### src/rtl/sat_counter32.sv
// ============================================================================
// Module      : sat_counter32
// Description : 32-bit up counter with synchronous clear and enable; holds at
//               all-ones instead of wrapping.
// Revision    : 1.0 - initial release
// ============================================================================
`default_nettype none

module sat_counter32 (
    input  logic        clock_i,
    input  logic        reset_i,
    input  logic        clear_i,
    input  logic        en_i,
    output logic [31:0] count_o
);

    logic [31:0] count_q;
    logic [31:0] count_d;

    always_comb begin
        count_d = count_q;
        if (clear_i) begin
            count_d = 32'd0;
        end else if (en_i && (count_q != 32'hFFFF_FFFF)) begin
            count_d = count_q + 32'd1;
        end
    end

    always_ff @(posedge clock_i or negedge reset_i) begin
        if (!reset_i) begin
            count_q <= 32'd0;
        end else begin
            count_q <= count_d;
        end
    end

    assign count_o = count_q;

endmodule

`default_nettype wire

### config.mk
export PLATFORM = sky130hd
export DESIGN_NAME = sat_counter32
export DESIGN_NICKNAME = d
export VERILOG_FILES = /design/src/rtl/sat_counter32.sv
export SDC_FILE = /design/constraint.sdc
export NUM_CORES = 1
export LEC_CHECK = 0
export BUFFER_PORTS_ARGS = -buffer_cell sky130_fd_sc_hd__buf_2
export CAP_MARGIN = 20
export CORE_ASPECT_RATIO = 0.7
export CORE_UTILIZATION = 38
export DETAILED_ROUTE_END_ITERATION = 8
export GPL_TIMING_DRIVEN = 0
export PLACE_DENSITY = 0.68
export SETUP_SLACK_MARGIN = 0.05
export SLEW_MARGIN = 40
export SYNTH_ARGS = -nofsm -noshare
export SYNTH_HDL_FRONTEND = slang
export SYNTH_SLANG_ARGS = --single-unit
### constraint.sdc
create_clock -name clock_i -period 2.4 [get_ports clock_i]
set_clock_uncertainty 0.15 [all_clocks]
set_input_delay 0.48 -clock clock_i [delete_from_list [all_inputs] [get_ports clock_i]]
set_output_delay 0.48 -clock clock_i [all_outputs]
set_load 0.1 [all_outputs]
### Word-level counts from Yosys, hierarchy flattened

Cells that the tools add are included.
W data, S select, Z words.

* reduce and logical (&&, ||, !) cells: 2
* equal/unequal tests: 1
* multiplexer cells: 2
* $add $sub $neg: 1

Operators by type and width (number)
* $mux W32: 2
* $add A32 B1 Y32 const B: 1
* $ne A32 B32 Y1 const B: 1
* $reduce_bool A2 Y1: 1
* $logic_and A1 B1 Y1: 1

* word-level logic and storage cells: 7
* bits in registers: 32
* input bits: 4
* output and inout port bits: 32

### Logic depth before layout (Yosys ltp)

* word-level depth: 4
* mapped depth: 8
* depth with buffers taken out: 6

### Worst setup path before layout

OpenSTA, ideal clock, no wires.

* path type: reg-to-reg
* start: register count_q[0], in the netlist count_o[0]
* end: register count_q[3], in the netlist count_o[3]
* library setup time: 125 ps
* slack: -429 ps
* stages on the path, launching flop included: 7
* path buffers: 0
* data required time: 2125 ps
* data arrival time: 2554 ps
* period minus slack after synthesis: 2829 ps
* cell sequence: dfrtp_1 -> ha_1 -> nand4_1 -> nor4_2 -> a31oi_4 -> and3_4 -> mux2_4

* longest elaborated chain between the ends: 3
* elaborated cells between the ends (all ways): 6
* those cells by class: add/sub (1); eq/ne (1); mux (2); reduce/logical (2)

Ends and longest elaborated chain
* start, declared: line 17 `logic [31:0] count_q;`
* start signal, assigned: line 33 `count_q <= count_d;`
* $add A32 B1 Y32 / $ne A32 B32 Y1 (equally long branches): line 25, 24
* $mux W32 / $logic_and A1 B1 Y1 (equally long branches): line 24 `end else if (en_i && (count_q != 32'hFFFF_FFFF)) begin`
* $mux W32 / $reduce_bool A2 Y1 (equally long branches)

Several ways; a longest one is shown, not always the timed one. The select of a mux whose other input is x is not followed.
A chain may end at the register's enable or synchronous reset.

### Worst setup path after layout

* start: register count_q[0], in the netlist count_o[0]
* end: register count_q[23], in the netlist count_o[23]

The elaborated chain is that of the path after synthesis.

==> reports/results.tsv <==
stage	metric	value	unit
status	status	complete, no violations	
sta	fmax	440	MHz
logic_synthesis	syn_inst	198	
setup_path	cp_top_family	simple AND/OR/NAND/NOR gates	
global_route	grt_max_degree	33	
detailed_routing	wl	4.80	mm
detailed_routing	vias	1643	
logic_synthesis	synth-simple-area-share	0.305	
sta	setup_viol	0	
logic_synthesis	yosysWarningCount	0	
logic_synthesis	synth_compound_area_frac	0.119	
logic_synthesis	synth_top_area_frac	0.432	
detailed_routing	wl_per_cell	16.0	um
logic_synthesis	synth_top_family_by_area	simple AND/OR/NAND/NOR gates	
setup_path	crit_path_start	count_o[0]	
sta	slew_headroom	0.508	
final_layout	syn_to_final_growth	28.1	%
sta	finalHoldViolations	0	
sta	rsz0062_at_grt	yes	
floorplan	io-pin-count	36	
setup_path	r2r_cells	7	
logic_synthesis	async_flop_share	1.00	
power_and_ir_drop	ir_worst_vdd	0.293	mV
setup_path	cp_slowest_stage_delay	0.51	ns
floorplan	dieArea	0.00517	mm^2
clock_tree	cts_sinks	32	
logic_synthesis	yosys.area.top_type	dfrtp_1	
setup_path	cpMaxStageDelayCell	dfrtp_4	
sta	hold_ws	0.103	ns
detailed_routing	drt_iter0_markers	138	
final_layout	regArea	871	um^2
logic_synthesis	synthAdderAreaFrac	0.00675	
global_route	antenna_found_initial	0	
clock_tree	clock_path_buffers	2	
setup_path	cp.depth	7	
clock_tree	clkTransAtPathRegs	0.07	ns
setup_path	worst-path-max-fanout	10	
setup_path	ff2ff_setup_slack	0.13	ns
setup_path	critical_path_class	reg -> reg	
final_layout	multi_input_area	0.00107	mm^2
clock_tree	clk_latency	0.29	ns
detailed_routing	drc	0	
hold_path	min_path_type	in -> async	
clock_tree	root_buffer	clkbuf_8	
setup_path	cp-endpoint	count_o[23]	
floorplan	die_h	60.4	um
setup_path	critPathBufInv	1	
global_route	track_usage	0.198	
final_layout	antenna_cells	0	
setup_path	cp-start-kind	register	
place	detailed_place_hpwl	3.31	mm
logic_synthesis	synthMuxAreaShare	0.0439	
logic_synthesis	synthesis.area	0.00185	mm^2
final_layout	drive_gt1_frac	0.427	
place	gp_congestion	0.812	
global_route	gr-total-overflow	0	
logic_synthesis	syn_area_per_cell	9.37	um^2
clock_tree	cts_tree	built	
setup_path	required	2.45	ns
clock_tree	numCtsBuffers	5	
floorplan	die_width	85.5	um
logic_synthesis	synth_edf_count	0	
logic_synthesis	ys_seq_area_frac	0.432	
sta	fin_crit_sh	0.948	
setup_path	crit_chain	ha_4 -> nand4_1 -> nor4_4 -> a21o_1 -> buf_4 -> or4_1 -> a21oi_2	
power_and_ir_drop	cellLeakagePower	1.02	nW
setup_path	crit_arrival	2.33	ns
floorplan	core	0.00450	mm^2
final_layout	nets	250	
clock_tree	cts.htree.levels	2	
final_layout	largest_reg_flops	32	
place	portBuffers	35	
logic_synthesis	ys.flop_type	dfrtp_1	
floorplan	start_util	0.412	
sta	min_period	2.27	ns
setup_path	end_kind	register	
final_layout	post-route-util	0.528	
logic_synthesis	synth_xor_area_frac	0.0614	
global_route	grt_pass1_vias	1528	
detailed_routing	viasPerCell	5.46	
power_and_ir_drop	p_per_area	449	mW/mm^2
final_layout	n_fill_cell	436	
floorplan	rows	20	
sta	tns	0	ns
sta	tightest_slew	0.738	ns
detailed_routing	dr.pass1.iters	5	
setup_path	reg2reg_from	count_o[0]	
logic_synthesis	syn_nets	203	
sta	drv_slew	0	
setup_path	r2r-end	count_o[23]	
logic_synthesis	synth.area.top_cells	dfrtp_1 43%, nor2_1 5.3%, xnor2_1 4.7%	
logic_synthesis	ys_ff_latch	32	
logic_synthesis	synth.distinct_cells	42	
job	maxCapViolCount	0	
global_route	grt_pass1_wl	7.67	mm
detailed_routing	antenna_left	0	
## worst min path at each step
| stage | from | to | slack [ns] | depth (start not counted) |
|---|---|---|---|---|
| 5_1_grt | reset_i | count_o[2] | 0.14 | 1 |
| 2_1_floorplan | reset_i | count_o[10] | 0.03 | 0 |
| 6_report | reset_i | count_o[2] | 0.10 | 1 |
| 4_1_cts | reset_i | count_o[2] | 0.12 | 1 |
| 3_3_place_gp | count_o[28] | count_o[28] | 0.40 | 2 |
| 3_5_place_dp | count_o[30] | count_o[30] | 0.42 | 2 |
## per-stage QoR
step | setup WS (ns) | total power [mW] | instance area [um^2] | std cells
final | 0.125 | 1.07 | 2380 | 301
after global routing | 0.0251 | 1.12 | 2380 | 301
after CTS | 0.0607 | 1.07 | 2280 | 296
after detailed placement | 0.0214 | 0.637 | 2180 | 288
after global placement | 0.0389 | 0.636 | 2180 | 288
after floorplan | 0.0505 | 0.610 | 1940 | 198
## cell type report
type                       count  area share
sequential                    32       0.367
multi-input combinational    152       0.450
buffer                         7      0.0163
inverter                       7      0.0111
tap                           55      0.0290
timing repair buffer          40      0.0895
clock buffer                   8      0.0379
## power by group
part / switching (mW) / internal, mW / total (mW)
sequential: 0.00638 / 0.544 / 0.551
clock: 0.199 / 0.234 / 0.433
combinational: 0.0638 / 0.0206 / 0.0844
## placed cells by master (no fill, tap or decap), types with 5 or more instances in the layout
cell type / synthesis / layout
a211oi_1: 5 / 5
a21oi_1: 11 / 9
and3_1: 7 / 7
buf_2: 2 / 36
buf_4: 1 / 6
clkbuf_1: 4 / 6
clkbuf_8: 0 / 6
dfrtp_2: 0 / 20
dfrtp_4: 0 / 12
inv_1: 7 / 7
mux2_2: 5 / 5
nand2_1: 11 / 11
nand3_1: 12 / 11
nand4_1: 6 / 6
nor2_1: 26 / 26
nor2b_1: 6 / 6
or3_1: 5 / 5
xnor2_1: 10 / 10
## routing by layer
layer / vias up / wire (um) / GRT usage
li1: 808 / - / -
met1: 779 / 2420 / 0.298
met2: 48 / 2040 / 0.281
met3: 8 / 274 / 0.0463
met4: 0 / 64 / 0.0619
met5: - / 0 / 0
## synthesized netlist by cell type, types with 2 or more instances
cell type  number
and3_1          7
nand2_1        11
xnor2_1        10
and2_1          3
a211oi_1        5
a21o_1          3
clkbuf_1        4
buf_2           2
inv_1           7
nand3_1        12
or3_1           5
a31o_2          2
or4_1           3
nand2b_1        2
a21oi_1        11
nand4_1         6
nor3_1          4
xor2_1          3
mux2_2          5
nor2b_1         6
nor4_2          2
nor4_1          4
o31ai_1         3
o21ai_0         4
nor2_1         26
dfrtp_1        32
## cells by family (layout without fill, tap and decap cells)
group                      Yosys count  after routing
and+or+nand+nor                     99             99
AOI/OAI and AO/OA                   32             32
DFF                                 32             32
buffers and inverters               14             62
xor gates and xnor gates            13             13
muxes                                7              7
adders and majority gates            1              1
## timing repair
item	CTS	global route
hold buffers	0	0
pin swaps	0	4
endpoints found under the setup margin	2	14
gates resized for setup	2	11
setup buffers	0	5
No activity file was read; power rests on OpenSTA's default activity.
